[src/rtl/arbitro_rr_2a1.sv]
// arbitro_rr_2a1: two-lane round-robin scheduler in front of the 2:1 mux.
// Each lane has its own small FIFO. At most one word is popped per cycle and
// presented, registered, on a shared output together with its lane tag.
//
// Ports:
//   clk, reset                 clock; asynchronous active-low reset
//   data_in_x, valid_in_x      lane x write port (x = 0, 1)
//   pause_in                   downstream not ready; no pops while high
//   data_out, valid_out        granted word (registered) and its valid flag
//   lane_out                   source lane of data_out
//   almost_full_x              lane x occupancy >= AF_THRESH
//   overflow_x                 sticky: a lane x write was dropped

// Per-lane FIFO with occupancy status and sticky overflow flag.
module arbitro_rr_2a1_fifo #(
    parameter int DATA_W     = 8,
    parameter int FIFO_DEPTH = 4,
    parameter int AF_THRESH  = 3
) (
    input  logic              clk,
    input  logic              reset,
    input  logic [DATA_W-1:0] data_in,
    input  logic              valid_in,
    input  logic              pop,
    output logic [DATA_W-1:0] head,
    output logic              nonempty,
    output logic              almost_full,
    output logic              overflow
);
    localparam int AW = $clog2(FIFO_DEPTH);
    localparam int CW = AW + 1;
    localparam logic [CW-1:0] FULL = CW'(FIFO_DEPTH);
    localparam logic [CW-1:0] AF   = CW'(AF_THRESH);

    logic [FIFO_DEPTH-1:0][DATA_W-1:0] mem;
    logic [AW-1:0] wr_ptr, rd_ptr;
    logic [CW-1:0] count;
    logic          push;

    // A full FIFO still accepts a write when it is popped on the same edge.
    assign push        = valid_in && ((count != FULL) || pop);
    assign head        = mem[rd_ptr];
    assign nonempty    = (count != '0);
    assign almost_full = (count >= AF);

    always_ff @(posedge clk or negedge reset) begin
        if (!reset) begin
            mem      <= '0;
            wr_ptr   <= '0;
            rd_ptr   <= '0;
            count    <= '0;
            overflow <= 1'b0;
        end else begin
            if (push) begin
                mem[wr_ptr] <= data_in;
                wr_ptr      <= wr_ptr + 1'b1;
            end
            if (pop)
                rd_ptr <= rd_ptr + 1'b1;
            case ({push, pop})
                2'b10:   count <= count + 1'b1;
                2'b01:   count <= count - 1'b1;
                default: count <= count;
            endcase
            if (valid_in && !push)
                overflow <= 1'b1;
        end
    end
endmodule

module arbitro_rr_2a1 #(
    parameter int DATA_W     = 8,
    parameter int FIFO_DEPTH = 4,
    parameter int AF_THRESH  = 3
) (
    input  logic              clk,
    input  logic              reset,
    input  logic [DATA_W-1:0] data_in_0,
    input  logic              valid_in_0,
    input  logic [DATA_W-1:0] data_in_1,
    input  logic              valid_in_1,
    input  logic              pause_in,
    output logic [DATA_W-1:0] data_out,
    output logic              valid_out,
    output logic              lane_out,
    output logic              almost_full_0,
    output logic              almost_full_1,
    output logic              overflow_0,
    output logic              overflow_1
);
    localparam int NUM_LANES = 2;

    typedef enum logic [1:0] {IDLE, SEND0, SEND1} state_t;

    state_t state, state_nxt;

    logic [NUM_LANES-1:0][DATA_W-1:0] din, head;
    logic [NUM_LANES-1:0]             vin, req, pop, af, ovf;
    logic                             ptr, gnt, any;

    assign din = {data_in_1, data_in_0};
    assign vin = {valid_in_1, valid_in_0};

    for (genvar i = 0; i < NUM_LANES; i++) begin : g_lane
        arbitro_rr_2a1_fifo #(
            .DATA_W    (DATA_W),
            .FIFO_DEPTH(FIFO_DEPTH),
            .AF_THRESH (AF_THRESH)
        ) u_fifo (
            .clk        (clk),
            .reset      (reset),
            .data_in    (din[i]),
            .valid_in   (vin[i]),
            .pop        (pop[i]),
            .head       (head[i]),
            .nonempty   (req[i]),
            .almost_full(af[i]),
            .overflow   (ovf[i])
        );
    end

    assign almost_full_0 = af[0];
    assign almost_full_1 = af[1];
    assign overflow_0    = ovf[0];
    assign overflow_1    = ovf[1];

    // The state names the lane whose word is currently on data_out.
    assign valid_out = (state != IDLE);

    always_ff @(posedge clk or negedge reset) begin
        if (!reset) state <= IDLE;
        else        state <= state_nxt;
    end

    // Grant decision: ptr breaks ties only when both lanes request.
    always_comb begin
        state_nxt = IDLE;
        pop       = '0;
        gnt       = 1'b0;
        any       = 1'b0;
        if (!pause_in && (req != '0)) begin
            any       = 1'b1;
            gnt       = (&req) ? ptr : req[1];
            pop[gnt]  = 1'b1;
            state_nxt = gnt ? SEND1 : SEND0;
        end
    end

    always_ff @(posedge clk or negedge reset) begin
        if (!reset) begin
            data_out <= '0;
            lane_out <= 1'b0;
            ptr      <= 1'b0;
        end else if (any) begin
            data_out <= head[gnt];
            lane_out <= gnt;
            ptr      <= ~gnt;
        end
    end
endmodule

[config.mk]
export PLATFORM = sky130hd
export DESIGN_NAME = arbitro_rr_2a1
export DESIGN_NICKNAME = d
export VERILOG_FILES = /design/src/rtl/arbitro_rr_2a1.sv
export SDC_FILE = /design/constraint.sdc
export NUM_CORES = 1
export LEC_CHECK = 0
export CORE_AREA = 2 2 90 92
export CTS_BUF_LIST = sky130_fd_sc_hd__clkbuf_16
export DETAILED_ROUTE_END_ITERATION = 10
export DIE_AREA = 0 0 92 94
export GPL_TIMING_DRIVEN = 0
export PLACE_DENSITY = 0.79
export SLEW_MARGIN = 0
export SYNTH_ARGS = -nofsm -noshare
export SYNTH_HDL_FRONTEND = slang
export SYNTH_SLANG_ARGS = --single-unit
[constraint.sdc]
create_clock -name clk -period 3.11 [get_ports clk]
set_input_delay 0.622 -clock clk [delete_from_list [all_inputs] [get_ports clk]]
set_output_delay 0.622 -clock clk [all_outputs]
set_load 0.02 [all_outputs]
# Word-level counts from Yosys, hierarchy flattened

Cells that the tools add are included.

Logic and storage cells: 88
Input port bits: 21
Bits in registers: 92
Output and inout bits: 14

Reductions and logical operators: 20
Eq/ne operators: 6
Add/subtract/negate cells: 8
Bitwise operators: 1
$lt $le $gt $ge: 11
Mux-type cells: 22

Operator list:

| cell                | number |
|---|---|
| $bwmux 32           | 2 |
| $mux 8              | 6 |
| $bmux 8 s2          | 2 |
| $demux 8 s2         | 2 |
| $lt 2x3->1 const B  | 4 |
| $pmux 3 s2          | 2 |
| $add 2x1->2 const B | 4 |
| $logic_and 1x1->1   | 8 |
| $reduce_bool 2->1   | 4 |
| $add 3x1->3 const B | 2 |
| $ge 3x2->1 const B  | 2 |
| $mux 2              | 3 |
| $ne 3x3->1 const B  | 2 |
| $reduce_bool 3->1   | 2 |
| $sub 3x1->3 const B | 2 |
| $eq 2x1->1 const B  | 2 |
| $eq 2x2->1 const B  | 2 |
| $ge 2x1->1 const B  | 2 |
| $lt 1x2->1 const B  | 2 |
| $mux 1              | 4 |
| $logic_not 1->1     | 3 |
| $logic_or 1x1->1    | 2 |
| $reduce_and 2->1    | 1 |
| $demux 1 s1         | 1 |
| 2 further kinds     | 2 |

# Logic depth before layout (Yosys ltp)

Gate-level depths: netlist of the first run.

Word-level depth: 12
Mapped depth: 11
Gate-level depth less buffers: 9

# Modules after synthesis

From an unflattened synthesis of the first run, not the netlist that was laid out.

Cells, all modules: 295
Area, all modules: 4,302.9 um^2

By module, submodules not included:

| module                                 | seq. area each (um^2) | area an instance (um^2) | cells each | instances |
|---|---|---|---|---|
| arbitro_rr_2a1_fifo (g_lane[0].u_fifo) | 1,001.0               | 1,891.8                 | 128        | 1 |
| arbitro_rr_2a1_fifo (g_lane[1].u_fifo) | 1,001.0               | 1,864.3                 | 125        | 1 |
| arbitro_rr_2a1                         | 300.3                 | 546.8                   | 42         | 1 |

# Worst setup path after synthesis of the first run

OpenSTA, ideal clock, no wires.

Path kind: input port to flip-flop
From: input pause_in
To: register g_lane[0].u_fifo.count[2]
Slack: 432 ps
Buffers on the path: 1
Data required time: 3,031 ps
Arrival: 2,599 ps
Cell stages on the path: 9
Library setup time: 79 ps
Cells stage by stage: or4_1 > buf_4 > a21oi_1 > ha_1 > inv_1 > fa_1 > xor2_1 > nor2_1 > xor2_1

Cells in the longest elaborated chain, start to end: 7
Elaborated cells between the ends (all ways): 9
Classes of those cells: 2 x eq/ne; 2 x mux; 5 x reduce/logical

Ends and longest elaborated chain:

| element                                                | RTL line | RTL |
|---|---|---|
| from (decl)                                            | 82       | `input logic pause_in,` |
| $logic_not 1->1 *                                      | 141      | `if (!pause_in && (req != '0)) begin` |
| $logic_and 1x1->1 *                                    | 141      |  |
| $mux 2 *                                               | 141      |  |
| via g_lane[0].u_fifo.pop                               | 24       | `input logic pop,` |
| $logic_or 1x1->1                                       | 41       | `assign push = valid_in && ((count != FULL) \|\| pop);` |
| $logic_and 1x1->1                                      | 41       |  |
| $eq 2x1->1 / $eq 2x2->1 (equally long branches)        | 60       | `case ({push, pop})` |
| $pmux 3 s2 / $reduce_bool 2->1 (equally long branches) | --       |  |
| to (signal assigned)                                   | 61       | `2'b10: count <= count + 1'b1;` |
| to (signal assigned)                                   | 62       | `2'b01: count <= count - 1'b1;` |
| to (signal assigned)                                   | 63       | `default: count <= count;` |
| to (decl)                                              | 37       | `logic [CW-1:0] count;` |

Mark *: on every way through the listed nets, which the timed path passes. The rest lies on a longest branch.
A chain may end at the register's enable or synchronous reset.

# Worst setup path after layout of the first run

From: input pause_in
To: register g_lane[0].u_fifo.count[2]

Cells in the longest elaborated chain, start to end: 7
Elaborated cells between the ends (all ways): 9
Classes of those cells: 2 x eq/ne; 2 x mux; 5 x reduce/logical

Ends and longest elaborated chain:

| element                                                | RTL line |
|---|---|
| $logic_not 1->1 *                                      | 141 |
| $logic_and 1x1->1 *                                    | 141 |
| $mux 2 *                                               | 141 |
| $logic_or 1x1->1                                       | 41 |
| $logic_and 1x1->1                                      | 41 |
| $eq 2x1->1 / $eq 2x2->1 (equally long branches)        | 60 |
| $pmux 3 s2 / $reduce_bool 2->1 (equally long branches) | -- |

Mark *: on every way between the ends. The rest lies on a longest branch, timed or not.

==> tab_implementation.tex, run 1 <==
\begin{tabular}{lr}
\hline
Metric & Value \\
\hline
\multicolumn{2}{l}{\textbf{Worst setup path}} \\
Endpoint required time on the critical path & about 3400 ps \\
Origin of the critical flop-to-flop path & g\_lane[0].u\_fifo.count[1] \\
Reg2Reg Setup Slack & 460 ps \\
Type of origin of the critical path & primary input \\
Cell with the largest stage delay on the worst path & sky130\_fd\_sc\_hd\_\_clkdlybuf4s50\_1 \\
Element type at the critical path end & register \\
Crit Path Category & primary input to register \\
Worst-path cell chain & clkdlybuf4s50\_1, or2\_2, clkbuf\_1, a31oi\_1, inv\_1, ha\_1, inv\_1, fa\_1, xor2\_1, nor2\_1, xor2\_1 \\
Worst setup path start & pause\_in \\
Max FO, Critical Path & 7 \\
Peak per-stage delay on the critical path & between 500 and 600 ps \\
Worst Path Arrival & 3150 ps \\
\multicolumn{2}{l}{\textbf{GRT}} \\
Congestion Overflow GR & 0 \\
Global-route usage over all layers & 21.1\% \\
Largest net degree at the start of global routing & 55 \\
Vias in the first global route & around 2,800 \\
Initial antenna violation count & 0 \\
Global-route wire length before repair & 13.9 mm \\
\multicolumn{2}{l}{\textbf{Floorplanning}} \\
Total core area & 0.00761 mm\^{}2 \\
Cell Rows & 32 \\
Die Footprint & 0.00865 mm\^{}2 \\
Initial Utilization & a little under three fifths \\
IO Pins & 35 \\
Die Wd & approximately 90 um \\
Chip Height & 94 um \\
\multicolumn{2}{l}{\textbf{Synthesis}} \\
Number of nets in the synthesized netlist & 321 \\
Gate Count Post-Synth & 288 \\
Yosys reg bits & 92 \\
Total standard cell area after synthesis & roughly 0.0044 mm\^{}2 \\
YS warnings & 0 \\
Sequential share of the synthesized area & 52.6\% \\
Main synth FF type & sky130\_fd\_sc\_hd\_\_dfrtp\_1 \\
Number of distinct library cell variants in the gate-level netlist after synthesis & 35 \\
Top cell type by total area after synthesis & sky130\_fd\_sc\_hd\_\_dfrtp\_1 \\
Area share of the largest cell type after synthesis & 52.6\% \\
Mean instance size in the synthesized netlist & 15.2 um\^{}2 \\
Number of flops mapped to enable cells by yosys & 0 \\
Fraction of registers with async set/reset & 100\% \\
Largest cells by area after synthesis & sky130\_fd\_sc\_hd\_\_dfrtp\_1 53\%, sky130\_fd\_sc\_hd\_\_mux2\_2 16\%, sky130\_fd\_sc\_hd\_\_mux4\_2 8.2\%, sky130\_fd\_sc\_hd\_\_a31oi\_4 3.9\%, sky130\_fd\_sc\_hd\_\_ha\_1 2.9\% \\
\multicolumn{2}{l}{\textbf{Clocking}} \\
H-tree Lvls & 3 \\
Clock edge transition at the registers on the reported setup and hold paths & 70 ps \\
CTS sink cnt & 92 \\
Hold Buf Count CTS & 0 \\
TritonCTS clock tree & done \\
Maximum number of buffers from clock root to sink & 2 \\
Clk\_lat worst skew & 330 ps \\
Root Driver & sky130\_fd\_sc\_hd\_\_clkbuf\_16 \\
CTS buffer count & 9 \\
\multicolumn{2}{l}{\textbf{Min path}} \\
Type of the worst min-delay path & primary input to asynchronous set/reset pin \\
\multicolumn{2}{l}{\textbf{STA}} \\
Final period util & 92.9\% \\
Fmax & between 300 and 400 MHz \\
Setup violators final & 0 \\
Transition time of the tightest slew-check pin & 992 ps \\
Minimum period implied by the final worst setup slack & approximately 2900 ps \\
Slew Limit Headroom & 33.3\% \\
Post-route worst setup slack & 221 ps \\
Unrepaired setup endpoints after global routing & false \\
Final count of pins violating max slew & 0 \\
Setup tns final & 0 ps \\
Setup Skew & 3.55 ps \\
Number of endpoints with negative hold slack in the final report & 0 \\
\multicolumn{2}{l}{\textbf{Drt}} \\
Drc violations & 0 \\
Max Used Layer & met4 \\
DRT Wirelength & 8.17 mm \\
DR vias & 2,561 \\
Routed length on met3 & 224 um \\
Met2 WL & 4.06 mm \\
Initial DRC Count & 173 \\
Routed length per instance & 18.5 um \\
Routed via count divided by cell count & roughly 5.8 \\
Final antenna-violating net count & 0 \\
Detailed-routing iteration count for the pre-antenna-repair pass & 4 \\
Routed length on met1 & $\sim$3.8 mm \\
\multicolumn{2}{l}{\textbf{Place}} \\
Post-Place Worst Slack & -244 ps \\
IO buf count & 34 \\
DPL Wire Length & 5.41 mm \\
Placed inst area & 0.00487 mm\^{}2 \\
Routability congestion estimate & 0.767 \\
\multicolumn{2}{l}{\textbf{Power and ir drop}} \\
Maximum vdd ir drop & 0.484 mV \\
Post-layout total power & around 5.8 mW \\
PwrDens & 1120 mW/mm\^{}2 \\
Leak pwr & 2.15 nW \\
\multicolumn{2}{l}{\textbf{Job}} \\
Max Cap Viol & 0 \\
\multicolumn{2}{l}{\textbf{Finish}} \\
Synthesis-to-finish area growth & 18.4\% \\
Filler cells & $\sim$550 \\
Final std cell area, no fill & 0.00518 mm\^{}2 \\
Number of inserted diodes & 0 \\
Fraction of the core area covered by cells at the end of the flow & 68.1\% \\
\# nets final & 368 \\
Layout cells sized above 1 & 34.4\% \\
\multicolumn{2}{l}{\textbf{Outcome}} \\
Result of the run & finished, final reports clean \\
\hline
\end{tabular}
Yosys cell counts, types with 4 or more instances:
cell type,n
sky130_fd_sc_hd__dfrtp_1,92
sky130_fd_sc_hd__mux2_2,63
sky130_fd_sc_hd__mux4_2,16
sky130_fd_sc_hd__inv_1,15
sky130_fd_sc_hd__ha_1,10
sky130_fd_sc_hd__nand2_1,9
sky130_fd_sc_hd__a221o_1,8
sky130_fd_sc_hd__a31oi_4,8
sky130_fd_sc_hd__nor4bb_1,8
sky130_fd_sc_hd__xnor2_1,6
sky130_fd_sc_hd__xor2_1,6
sky130_fd_sc_hd__a21o_1,5
sky130_fd_sc_hd__clkbuf_1,4
per-layer routing:
metal	track usage (%)	vias to the layer above
li1	-	1155
met1	27.6	1340
met2	35.7	55
met3	3.05	11
met4	8.46	0
met5	0	-
worst max-delay path, delay by kind of cell:
family / cells / cell delay, ps
buf+inv: 4 / 1170
fa+ha+maj: 2 / 550
compound gates: 1 / 280
xor+xnor: 2 / 290
simple gates: 2 / 250
report_power, final:
group / internal [mW] / total [mW] / switching [mW]
logic: 1.40 / 2.50 / 1.10
clock network: 0.627 / 1.10 / 0.468
registers: 1.82 / 2.18 / 0.361
total: 3.85 / 5.78 / 1.93
registers in the layout, summed over array words and instances, names as in the netlist:
register	count
g_lane.u_fifo.mem	64
data_out	8
g_lane.u_fifo.count	6
g_lane.u_fifo.rd_ptr	4
g_lane.u_fifo.wr_ptr	4
g_lane.u_fifo.overflow	2
state	2
lane_out	1
ptr	1
placed cells by master, fill, tap and decap left out, drive strengths merged, types with 2 or more instances in the layout:
master          n
a21o            5
a21oi           2
a221o           8
a31oi          10
buf            12
clkbuf         13
clkdlybuf4s50  33
clkinv          2
clkinvlp        2
dfrtp          92
fa              2
ha             10
inv            17
mux2           66
mux4           16
nand2           9
nand3           2
nor2            2
nor3            2
nor3b           2
nor4bb          8
o21bai          2
or2             2
or4             2
xnor2           6
xor2            6
layout make-up:
type	instances	area, um^2	share of cell area [%]
plain buffers	13	67.6	1.30
clock buffers	9	225	4.35
clock inverters	7	75.1	1.45
inverters	15	56.3	1.09
multi-input cells	168	1950	37.7
flip-flops and latches	92	2300	44.4
well taps	102	128	2.46
repair buffers	36	373	7.20
stage by stage:
step	hold slack (ps)	instances
after floorplan	326	288
after global placement	462	424
after detailed placement	467	425
after CTS	270	441
after global routing	291	442
final	254	442
worst paths after layout:
kind,endpoint,cells past startpoint
max in group asynchronous,g_lane[0].u_fifo.wr_ptr[0],2
worst max-delay path,g_lane[0].u_fifo.count[2],11
worst min-delay path,g_lane[1].u_fifo.wr_ptr[1],1
worst min register to register,g_lane[1].u_fifo.overflow,1
min in group clk,g_lane[1].u_fifo.overflow,1
worst max register to register,g_lane[1].u_fifo.count[2],10
what timing repair did:
item / in CTS / in global routing
resized for setup: 0 / 1
endpoints found under the setup margin: 0 / 2
buffers inserted: 0 / 1
hold endpoints to repair: 0 / 0
logic make-up (layout without fill, tap and decap cells):
family	after synthesis	after routing	share of synthesized area (%)
XOR/XNOR	12	12	2.40
adder cells (fa/ha/maj)	12	12	3.77
AO/OA/AOI/OAI	30	30	7.92
AND/OR/NAND/NOR	31	31	5.00
flip-flops	92	92	52.6
buffers and inverters	28	80	2.83
multiplexers	83	83	25.5
(Power assumes the default switching activity.)
==> run 2, diff against run 1 <==
--- a/config.mk
+++ b/config.mk
@@ -5,6 +5,7 @@
 export SDC_FILE = /design/constraint.sdc
 export NUM_CORES = 1
 export LEC_CHECK = 0
+export ABC_CLOCK_PERIOD_IN_PS = 3110
 export CORE_AREA = 2 2 90 92
 export CTS_BUF_LIST = sky130_fd_sc_hd__clkbuf_16
 export DETAILED_ROUTE_END_ITERATION = 10
==> results of run 2 <==
Same layout as run 1: the final DEF is identical, and so are final timing and power.
